===== src/rtl/regfile_scan_checker_pkg.sv =====
// Shared types and default widths for the regfile scan checker.
// The state encoding lives here so top and bench agree on it.
package regfile_scan_checker_pkg;

    localparam int DEF_DATA_WIDTH  = 32;
    localparam int DEF_ADDR_WIDTH  = 5;
    localparam int DEF_NUM_REGS    = 32;
    localparam int DEF_CYCLE_WIDTH = 16;

    typedef enum logic [2:0] {
        ST_IDLE  = 3'd0,
        ST_RUN   = 3'd1,
        ST_SCAN  = 3'd2,
        ST_DRAIN = 3'd3,
        ST_DONE  = 3'd4
    } state_t;

endpackage


===== src/rtl/regfile_scan_checker_compare.sv =====
// Second pipeline stage of the scan: registers the regfile read with its index,
// compares it against the ROM word that arrives one cycle later, and tallies failures.
module scan_compare_stage
    import regfile_scan_checker_pkg::*;
#(
    parameter int DATA_WIDTH = DEF_DATA_WIDTH,
    parameter int ADDR_WIDTH = DEF_ADDR_WIDTH
)
(
    input  logic                  clock,
    input  logic                  reset,
    input  logic                  i_clear,
    input  logic                  i_issue,
    input  logic [ADDR_WIDTH-1:0] i_idx,
    input  logic [DATA_WIDTH-1:0] i_actData,
    input  logic [DATA_WIDTH-1:0] i_expData,
    input  logic                  i_expValid,
    output logic                  o_mismatchValid,
    output logic [ADDR_WIDTH-1:0] o_mismatchReg,
    output logic [ADDR_WIDTH:0]   o_errorCount,
    output logic [ADDR_WIDTH-1:0] o_firstFailReg,
    output logic [DATA_WIDTH-1:0] o_firstFailExp,
    output logic [DATA_WIDTH-1:0] o_firstFailAct
);

    localparam logic [ADDR_WIDTH:0] ERR_ONE = (ADDR_WIDTH + 1)'(1);

    logic                  r_stageValid;
    logic [ADDR_WIDTH-1:0] r_stageIdx;
    logic [DATA_WIDTH-1:0] r_stageAct;
    logic                  r_mismatchValid;
    logic [ADDR_WIDTH-1:0] r_mismatchReg;
    logic [ADDR_WIDTH:0]   r_errorCount;
    logic [ADDR_WIDTH-1:0] r_firstFailReg;
    logic [DATA_WIDTH-1:0] r_firstFailExp;
    logic [DATA_WIDTH-1:0] r_firstFailAct;
    logic                  w_mismatch;

    // exp_data/exp_valid belong to the index issued last cycle, i.e. to r_stageIdx.
    assign w_mismatch = r_stageValid && i_expValid && (r_stageAct != i_expData);

    always_ff @(posedge clock or negedge reset) begin
        if (!reset) begin
            r_stageValid    <= 1'b0;
            r_stageIdx      <= '0;
            r_stageAct      <= '0;
            r_mismatchValid <= 1'b0;
            r_mismatchReg   <= '0;
            r_errorCount    <= '0;
            r_firstFailReg  <= '0;
            r_firstFailExp  <= '0;
            r_firstFailAct  <= '0;
        end else begin
            r_stageValid    <= i_issue;
            r_stageIdx      <= i_idx;
            r_stageAct      <= i_actData;
            r_mismatchValid <= 1'b0;
            if (i_clear) begin
                r_errorCount   <= '0;
                r_firstFailReg <= '0;
                r_firstFailExp <= '0;
                r_firstFailAct <= '0;
            end else if (w_mismatch) begin
                r_mismatchValid <= 1'b1;
                r_mismatchReg   <= r_stageIdx;
                r_errorCount    <= r_errorCount + ERR_ONE;
                if (r_errorCount == '0) begin
                    r_firstFailReg <= r_stageIdx;
                    r_firstFailExp <= i_expData;
                    r_firstFailAct <= r_stageAct;
                end
            end
        end
    end

    assign o_mismatchValid = r_mismatchValid;
    assign o_mismatchReg   = r_mismatchReg;
    assign o_errorCount    = r_errorCount;
    assign o_firstFailReg  = r_firstFailReg;
    assign o_firstFailExp  = r_firstFailExp;
    assign o_firstFailAct  = r_firstFailAct;

endmodule


===== config.mk =====
export PLATFORM = sky130hd
export DESIGN_NAME = scan_compare_stage
export DESIGN_NICKNAME = d
export VERILOG_FILES = /design/src/rtl/regfile_scan_checker_pkg.sv /design/src/rtl/regfile_scan_checker_compare.sv
export SDC_FILE = /design/constraint.sdc
export NUM_CORES = 1
export LEC_CHECK = 0
export ABC_AREA = 1
export CAP_MARGIN = 20
export CORE_MARGIN = 10
export CORE_UTILIZATION = 47
export CTS_CLUSTER_DIAMETER = 80
export CTS_CLUSTER_SIZE = 20
export DETAILED_ROUTE_END_ITERATION = 7
export PLACE_DENSITY = 0.8
export RECOVER_POWER = 50
export SYNTH_ARGS = -nofsm -noshare
export SYNTH_HDL_FRONTEND = slang
export SYNTH_SLANG_ARGS = --single-unit

===== constraint.sdc =====
create_clock -name clock -period 1.8 [get_ports clock]
set_clock_uncertainty 0.15 [all_clocks]
set_input_delay 0.27 -clock clock [delete_from_list [all_inputs] [get_ports clock]]
set_output_delay 0.27 -clock clock [all_outputs]
set_load 0.02 [all_outputs]

==> run metrics, run 1 <==
status=complete, but fails checks; failing checks=setup timing; xor-xnor portion of the synthesized cell area=0.0388; RSZ-0062 raised after global routing=yes; first-pass GRT wire length=26500 um; Worst Path Arrival=2270 ps; vias in the first global route=5253; largest family of logic cells by synthesized area=simple AND/OR/NAND/NOR gates; Antenna Cells=0; clk buf depth=2; HPWL after detailed placement=10500 um; final worst slack=-163 ps; Core Area=10800 um2; VDD IR max=598 uV; Post-Syn Area=5190 um2; Hold Path Class=input pin to register; CP dominant cell by count=nand2_1; Syn Nets=706; WL/cell=16.7 um; post-route ant nets=0; Die Outline Area=15700 um2; Worst-Margin Slew=703 ps; Die Span X=125 um; top post-synthesis cells by area=dfrtp_1 57%, nand2_1 15%, nand3_1 7.3%; pwr/cell area=929 nW/um2; via-per-instance ratio=4.98; mux cell area share after synthesis=0; Critical Path RT=2100 ps; Slew headroom=0.532; Crit-path slowest cell=dfrtp_1; row count=38; crit share post-route=1.09; Worst Setup End Kind=register; gr ovfl total=0; leakage power=4.54 nW; synth warn=0; Buf/Inv on CP=4; hold_ws=144 ps; Peak Freq=509 MHz; Startpoint Class=register; CTS sink cnt=119; Final Max Slew Viols=0; number of fill cells=690; Synth cell types=21; Routability Congestion=0.858; Die H=125 um; largest fanout on the critical path=8; delay-heaviest family, CP=simple AND/OR/NAND/NOR gates; Synth Instances=630; post-synthesis compound-gate area fraction=0.0106; uppermost routed layer=met5; # setup viols final=79; most frequent cells in the layout=169 x nand2_1, 119 x dfrtp_1, 76 x dlygate4sd2_1, 74 x nor2_1, 70 x inv_1; share of cells above drive strength 1=0.219; routed vias=4951; met3 wire len=1460 um; Final #Nets=917; crit-path max cell delay=380 ps; top-area cell type share of the netlist area=0.573; clock latency at the later pin of the worst-skew pair=510 ps; Initial Util=0.479; sequential share of the synthesized area=0.573; clock-pin slew on the worst setup and hold paths=60 ps; Hold Fails Final Rpt=0; Post-Synth Adder-Cell Area=0.00482; kind of critical path=register to register; DR pass1 iterations=5; placed cell area=7230 um2; iteration-0 DRC count of the detailed router=457; GRT Total Usage=0.207; register bit total from synthesis=119; WL met2=8080 um; Num CTS Buffers=17; most common cell after layout, fill and taps aside=nand2_1; CTS root buf=clkbuf_8; syn avg cell area=8.24 um2; pin count of the biggest net entering global routing=73; Remaining DRCs=0; simple-gate share of the synthesized area=0.287; dominant cell type by area after synthesis=dfrtp_1; maxcap violations=0; Area growth, synth to finish=61.4%; crit path cell chain=inv_1, nand2_1, nand2_1, nand2_1, nor2_2, nand2_1, nor2_4, nand2_2, nand3_4, buf_12, buf_12, buf_12, nand3_1, nand2_2; CTS tree=built; io pins=155; cell area after layout=8380 um2; final WL=16600 um; # H-tree levels=4; initial antenna violation count=1; minimum clock period=1960 ps; metal1 wirelength=6820 um; internal reg-to-reg setup slack=-160 ps; PortBufs=154
## worst min-delay path: cells and delay by family
family | cells | cell delay, ps
buffers and inverters | 2 | 320
AND/OR/NAND/NOR | 2 | 170
## cells by family after synthesis
kind of cell,after synthesis
AOI/OAI and AO/OA,11
xor gates and xnor gates,23
adders and majority gates,2
buffers and inverters,108
DFF,119
and+or+nand+nor,367
## layer usage
layer,vias up,global-route usage
met1,2370,0.244
met5,-,0
li1,2343,-
met2,210,0.347
met4,2,0.0691
met3,26,0.0710
## area by class of cell
| cell class | instances | area, um2 | area share |
|---|---|---|---|
| inverter | 77 | 289 | 0.0345 |
| tap | 140 | 175 | 0.0209 |
| timing repair buffer | 223 | 2250 | 0.269 |
| multi-input combinational | 403 | 2110 | 0.252 |
| clock inverter | 8 | 95.1 | 0.0113 |
| clock buffer | 24 | 480 | 0.0573 |
| sequential | 119 | 2980 | 0.355 |
## Yosys cell counts
master / count
nor3b_1: 1
nand2_2: 1
nand3_2: 1
nor2_1: 81
a21oi_1: 1
inv_1: 74
dfrtp_1: 119
nor4_1: 1
xnor2_1: 22
clkbuf_1: 16
xor2_1: 1
inv_2: 3
nand3_1: 76
nor3_1: 2
o21ai_0: 10
buf_6: 2
nand4_1: 1
ha_1: 2
buf_2: 11
buf_4: 2
nand2_1: 203
## flip-flops by register name (all words and copies together) (netlist names)
register,flops
o_firstFailReg,5
r_stageIdx,5
r_stageValid,1
o_mismatchReg,5
o_errorCount,6
r_stageAct,32
o_firstFailExp,32
o_firstFailAct,32
o_mismatchValid,1
## power breakdown
group          switching (W)  total (W)  internal, W
Clock                0.00116    0.00326      0.00211
Combinational       0.000818    0.00149     0.000668
Sequential          0.000146    0.00304      0.00289
## stage by stage
stage | util | instances | setup TNS [ps] | total power [W] | setup WS [ps]
4_1_cts | 0.766 | 994 | -9100 | 0.00782 | -173
3_3_place_gp | 0.667 | 942 | -41030 | 0.00443 | -540
6_report | 0.773 | 994 | -9290 | 0.00779 | -163
3_5_place_dp | 0.667 | 942 | -45720 | 0.00446 | -607
5_1_grt | 0.773 | 994 | -18800 | 0.00809 | -263
2_1_floorplan | - | 630 | 0 | 0.00366 | 19.8
## what timing repair did
item | CTS | global route
pin swaps | 28 | 40
cloned | 9 | 2
hold buffers | 1 | 0
endpoints found under the setup margin | 161 | 86
buffers inserted | 10 | 3
hold endpoints to repair | 119 | 0
gates resized for setup | 135 | 61
## final timing paths
check	start	depth (start not counted)	endpoint
worst min register to register	o_mismatchReg[3]$_DFFE_PN0P_	2	o_mismatchReg[3]$_DFFE_PN0P_
min in group asynchronous	reset	2	o_firstFailExp[26]$_DFFE_PN0P_
max in group asynchronous	reset	3	o_firstFailExp[3]$_DFFE_PN0P_
worst min-delay path	i_clear	4	o_firstFailAct[8]$_DFFE_PN0P_
worst max register to register	r_stageAct[28]$_DFF_PN0_	14	o_firstFailExp[17]$_DFFE_PN0P_
worst max-delay path	r_stageAct[28]$_DFF_PN0_	14	o_firstFailExp[17]$_DFFE_PN0P_
Power figures use the tool's default switching activity.
==> run 2: changes to the inputs <==
Settings changed: GPL_TIMING_DRIVEN set to 0.
==> run 2 against run 1 <==
  * Critical path type unchanged
  * Register-to-register slack worse by 90 ps
  * Critical path depth is 2 lower
  * Global-route usage is 1.2 points lower
  * Combinational power is 13% lower
  * Cell count is 2.2% lower
  * The flow still finishes with violations (setup timing)
  * Via count is 3.4% lower
  * Wire length is 7.5% lower
  * Sequential share of layout area is 2.7 points higher
==> run metrics, run 2 (same netlist as run 1, synthesis figures left out) <==
HPWL after detailed placement=10800 um (was 10500 um); Startpoint Class=register (unchanged); Num CTS Buffers=17 (unchanged); pwr/cell area=962 nW/um2 (was 929 nW/um2); PortBufs=153 (was 154); leakage power=4.27 nW (was 4.54 nW); largest fanout on the critical path=8 (unchanged); GRT Total Usage=0.195 (was 0.207); Hold Path Class=input pin to register (unchanged); clock latency at the later pin of the worst-skew pair=520 ps (was 510 ps); RSZ-0062 raised after global routing=yes (unchanged); final worst slack=-256 ps (was -163 ps); pin count of the biggest net entering global routing=96 (was 73); row count=38 (unchanged); most common cell after layout, fill and taps aside=nand2_1 (unchanged); DR pass1 iterations=5 (unchanged); Die H=125 um (unchanged); final WL=15400 um (was 16600 um); Int Pwr=0.00551 W (was 0.00567 W); status=complete, but fails checks (unchanged); Routability Congestion=0.855 (was 0.858); first-pass GRT wire length=25000 um (was 26500 um); maxcap violations=0 (unchanged); switch share=0.265 (was 0.272); clock-pin slew on the worst setup and hold paths=60 ps (about the same); failing checks=setup timing (unchanged); Slew headroom=0.536 (was 0.532); iteration-0 DRC count of the detailed router=283 (was 457); Remaining DRCs=0 (unchanged); Critical Path RT=2060 ps (was 2100 ps); Finished Core Util=0.719 (was 0.773); met3 usage=0.0676 (was 0.0710); CTS sink cnt=119 (unchanged); share of cells above drive strength 1=0.133 (was 0.219); routed vias=4784 (was 4951); VDD IR max=584 uV (was 598 uV); met2 Use GR=0.325 (was 0.347); # setup viols final=80 (was 79); FF/Latch Area=2980 um2 (unchanged); Area growth, synth to finish=50.1% (was 61.4%); minimum clock period=2060 ps (was 1960 ps); clock power share=0.423 (was 0.419); WL/cell=15.8 um (was 16.7 um); via-per-instance ratio=4.92 (was 4.98); Die Outline Area=15700 um2 (unchanged); clk buf depth=2 (unchanged); # H-tree levels=4 (unchanged); Core Area=10800 um2 (unchanged); area of the multi-input gates=1960 um2 (was 2110 um2); Final TNS setup=-13190 ps (was -9290 ps); gr ovfl total=0 (unchanged); Worst Path Arrival=2310 ps (was 2270 ps); CTS root buf=clkbuf_8 (unchanged); GRT busiest layer=met2 (unchanged); crit share post-route=1.14 (was 1.09); initial antenna violation count=1 (unchanged); Initial Util=0.479 (unchanged); Final #Nets=897 (was 917); most frequent cells in the layout=168 x nand2_1, 119 x dfrtp_1, 79 x nor2_1, 79 x dlygate4sd2_1, 74 x nand3_1 (was 169 x nand2_1, 119 x dfrtp_1, 76 x dlygate4sd2_1, 74 x nor2_1, 70 x inv_1); Worst-Margin Slew=697 ps (was 703 ps); combinational share of power=0.173 (was 0.191); Hold Fails Final Rpt=0 (unchanged); CTS tree=built (unchanged); Die Span X=125 um (unchanged); post-route ant nets=0 (unchanged); sw power=0.00199 W (was 0.00212 W); io pins=155 (unchanged); Final Max Slew Viols=0 (unchanged); number of fill cells=797 (was 690); register share of total power=0.403 (was 0.390); Worst Setup End Kind=register (unchanged); Peak Freq=486 MHz (was 509 MHz); kind of critical path=register to register (unchanged); Antenna Cells=0 (unchanged); vias in the first global route=5058 (was 5253); grt met1 use=0.225 (was 0.244)
## run 2: worst paths after layout
kind,start,endpoint,slack [ps],cells after the start
hold reg to reg,o_mismatchReg[3]$_DFFE_PN0P_,o_mismatchReg[3]$_DFFE_PN0P_,340,2
setup reg to reg,r_stageAct[11]$_DFF_PN0_,o_firstFailReg[0]$_DFFE_PN0P_,-260,12
min in group asynchronous,reset,o_firstFailReg[3]$_DFFE_PN0P_,160,2
max in group asynchronous,reset,o_firstFailExp[8]$_DFFE_PN0P_,240,3
hold / removal,i_idx[0],r_stageIdx[0]$_DFF_PN0_,150,1
setup / recovery,r_stageAct[11]$_DFF_PN0_,o_firstFailReg[0]$_DFFE_PN0P_,-260,12
## run 2: per-layer routing
metal	share of wire	vias up
met5	0.00098	-
met4	0.013	2
met3	0.070	20
met2	0.50	174
met1	0.42	2307
li1	-	2281
## run 2: cell type report
type	count	share of cell area
clock buffer	28	0.0674
buffer	29	0.0247
sequential	119	0.382
tap	140	0.0225
inverter	77	0.0371
clock inverter	2	0.00449
timing repair buffer	174	0.210
multi-input combinational	403	0.252
## run 2: power groups by stage
stage / Combinational, W / Clock, W / Sequential, W
after CTS: 0.00130 / 0.00321 / 0.00302
after global placement: 0.00129 / 0 / 0.00306
after global routing: 0.00142 / 0.00335 / 0.00305
after detailed placement: 0.00132 / 0 / 0.00307
final: 0.00130 / 0.00317 / 0.00303
after floorplan: 0.000403 / 0 / 0.00326
## run 2: critical path, stage by stage (launching register included)
cell     delay (ps)
dfrtp_1         400
xnor2_1         140
nand2_1          60
nor2_1          130
nand2_1         110
nor2_2          170
nand2_2          90
nand3_4         160
nand2_8         110
buf_6           160
buf_6           130
nand2_2          50
nand2_1          50
## run 2: through the flow
| step | cells | hold WS, ps | power (W) | setup WS (ps) | area (um2) |
|---|---|---|---|---|---|
| 3_5_place_dp | 924 | -3.87 | 0.00439 | -768 | 6930 |
| 2_1_floorplan | 630 | -176 | 0.00366 | 19.8 | 5190 |
| 5_1_grt | 972 | 130 | 0.00782 | -383 | 7800 |
| 4_1_cts | 967 | 18.1 | 0.00754 | -237 | 7700 |
| 3_3_place_gp | 923 | 319 | 0.00435 | -4110 | 6900 |
| 6_report | 972 | 148 | 0.00750 | -256 | 7800 |
## run 2: what timing repair did
action / 4_1_cts / 5_1_grt
pin swaps: 8 / 12
resized for setup: 140 / 32
hold buffers: 1 / 0
gates cloned: 3 / 1
setup endpoints to repair: 160 / 83
setup buffers: 11 / 4
hold endpoints to repair: 119 / 0
==> run 3: changes to the inputs <==
Settings changed: CORE_ASPECT_RATIO set to 1.5.
==> run 3 against run 2 <==
  * The run still ends with setup timing left
  * Global-route usage up 0.65 points
  * Non-clock buffer count down 10
  * Register-to-register slack about the same
  * Wire length up 4.9%
  * First-iteration DRC count down 39%
  * Maximum frequency down 0.45%
  * Core utilization down 0.68 points
  * Count of clock-buffer cells in the layout down 5
  * Critical path depth unchanged
  * Combinational power about the same
  * Worst hold slack better by 120 ps
  * Total power up 7.1%
  * Largest power group unchanged
==> run metrics, run 3 (same netlist as run 1, synthesis figures left out) <==
status=complete, but fails checks (unchanged); failing checks=setup timing (unchanged); gr ovfl total=0 (unchanged); Routability Congestion=0.877 (was 0.855); sw power=0.00203 W (was 0.00199 W); CTS tree=built (unchanged); leakage power=4.41 nW (was 4.27 nW); Finished Core Util=0.713 (was 0.719); clk buf depth=2 (unchanged); Hold Path Class=input pin to register (unchanged); VDD IR max=691 uV (was 584 uV); iteration-0 DRC count of the detailed router=172 (was 283); cell area after layout=7790 um2 (was 7800 um2); pin count of the biggest net entering global routing=105 (was 96); clock latency at the later pin of the worst-skew pair=410 ps (was 520 ps); # setup viols final=80 (unchanged); Worst-Margin Slew=1030 ps (was 697 ps); row count=47 (was 38); crit share post-route=1.15 (was 1.14); Setup WS pre-CTS=-845 ps (was -768 ps); Buf/Inv on CP=2 (unchanged); DR pass1 iterations=5 (unchanged); Peak Freq=484 MHz (was 486 MHz); final WL=16100 um (was 15400 um); largest fanout on the critical path=7 (was 8); CTS sink cnt=119 (unchanged); Final #Nets=887 (was 897); CP dominant cell by count=nand2_1 (unchanged); # H-tree levels=4 (unchanged); Worst Path Arrival=2210 ps (was 2310 ps); CTS root buf=clkbuf_16 (was clkbuf_8); Final Max Slew Viols=0 (unchanged); FF/Latch Area=2980 um2 (unchanged); clock power share=0.462 (was 0.423); first-pass GRT wire length=25300 um (was 25000 um); via-per-instance ratio=4.91 (was 4.92); Final Power=0.00803 W (was 0.00750 W); Int Pwr=0.00600 W (was 0.00551 W); kind of critical path=register to register (unchanged); Remaining DRCs=0 (unchanged); HPWL after detailed placement=11400 um (was 10800 um); Slew headroom=0.315 (was 0.536); Worst Setup End Kind=register (unchanged); number of fill cells=842 (was 797); routed vias=4782 (was 4784); hold_ws=264 ps (was 148 ps); final worst slack=-265 ps (was -256 ps); switch share=0.253 (was 0.265); GRT Total Usage=0.201 (was 0.195); post-route ant nets=0 (unchanged); most common cell after layout, fill and taps aside=nand2_1 (unchanged); io pins=155 (unchanged); Crit-path slowest cell=dfrtp_1 (unchanged); Area growth, synth to finish=50.1% (about the same); Die H=149 um (was 125 um); minimum clock period=2060 ps (about the same); initial antenna violation count=2 (was 1); Startpoint Class=register (unchanged); Num CTS Buffers=17 (unchanged); Hold Fails Final Rpt=0 (unchanged); Initial Util=0.475 (was 0.479); clock-pin slew on the worst setup and hold paths=60 ps (about the same); combinational share of power=0.161 (was 0.173); vias in the first global route=5052 (was 5058); RSZ-0062 raised after global routing=yes (unchanged); Core Area=10900 um2 (was 10800 um2); WL/cell=16.6 um (was 15.8 um); most frequent cells in the layout=187 x nand2_1, 119 x dfrtp_1, 80 x nor2_1, 76 x nand3_1, 73 x inv_1 (was 168 x nand2_1, 119 x dfrtp_1, 79 x nor2_1, 79 x dlygate4sd2_1, 74 x nand3_1); PortBufs=153 (unchanged); crit-path max cell delay=420 ps (was 400 ps); placed cell area=6940 um2 (was 6930 um2); Critical Path RT=1940 ps (was 2060 ps); Die Outline Area=15700 um2 (about the same); register share of total power=0.377 (was 0.403); delay-heaviest family, CP=simple AND/OR/NAND/NOR gates (unchanged); Die Span X=106 um (was 125 um); crit path cell chain=xnor2_2, nand2_1, nor2_1, nand2_1, nor2_2, nand2_2, nand3_4, nand2_8, buf_8, clkbuf_16, nand2_2, nand2_1 (was xnor2_1, nand2_1, nor2_1, nand2_1, nor2_2, nand2_2, nand3_4, nand2_8, buf_6, buf_6, nand2_2, nand2_1); area of the multi-input gates=1860 um2 (was 1960 um2); maxcap violations=0 (unchanged); pwr/cell area=1030 nW/um2 (was 962 nW/um2); share of cells above drive strength 1=0.0947 (was 0.133)
run 3: metrics by stage:
step | TNS (ps) | cells
6_report | -12480 | 973
5_1_grt | -36790 | 973
4_1_cts | -9530 | 967
3_5_place_dp | -57920 | 931
3_3_place_gp | -542520 | 930
2_1_floorplan | 0 | 630
run 3: layout make-up:
class                      count  area share
inverter                      77      0.0371
antenna                        2    0.000642
buffer                        31      0.0275
timing repair buffer         162       0.208
sequential                   119       0.382
multi-input combinational    403       0.238
tap                          147      0.0236
clock inverter                 9      0.0218
clock buffer                  23      0.0613
run 3: timing repair:
item / in CTS / in global routing
endpoints found under the hold margin: 119 / 0
cloned: 1 / 1
endpoints found under the setup margin: 143 / 96
gates resized for setup: 91 / 33
hold buffers: 1 / 0
buffers inserted: 2 / 3
pin swaps: 3 / 1
run 3: worst paths after layout:
path	from	endpoint	slack (ps)	cells past startpoint
worst max-delay path	r_stageAct[15]$_DFF_PN0_	o_firstFailExp[30]$_DFFE_PN0P_	-260	12
worst min register to register	o_mismatchReg[3]$_DFFE_PN0P_	o_mismatchReg[3]$_DFFE_PN0P_	340	2
max in group asynchronous	reset	r_stageAct[14]$_DFF_PN0_	40	3
min in group asynchronous	reset	o_firstFailExp[21]$_DFFE_PN0P_	410	2
worst max register to register	r_stageAct[15]$_DFF_PN0_	o_firstFailExp[30]$_DFFE_PN0P_	-260	12
worst min-delay path	i_actData[10]	r_stageAct[10]$_DFF_PN0_	260	1
run 3: power by group through the flow:
stage | Sequential [W] | Combinational (W) | Clock, W
after detailed placement | 0.00307 | 0.00133 | 0
after global routing | 0.00305 | 0.00141 | 0.00387
final | 0.00302 | 0.00130 | 0.00371
after global placement | 0.00306 | 0.00130 | 0
after CTS | 0.00302 | 0.00130 | 0.00375
after floorplan | 0.00326 | 0.000403 | 0
run 3: layer usage:
| layer | vias to the layer above | share of wire | global-route usage |
|---|---|---|---|
| li1 | 2275 | - | - |
| met1 | 2293 | 0.36 | 0.202 |
| met2 | 172 | 0.54 | 0.359 |
| met3 | 42 | 0.062 | 0.0696 |
| met4 | 0 | 0.038 | 0.103 |
| met5 | - | 0 | 0 |
run 3: worst reg2reg max path, delay by kind of cell (launching register included):
| family | cells | cell delay, ps |
|---|---|---|
| XOR/XNOR | 1 | 190 |
| buffers and inverters | 2 | 320 |
| flip-flops | 1 | 420 |
| AND/OR/NAND/NOR | 9 | 870 |
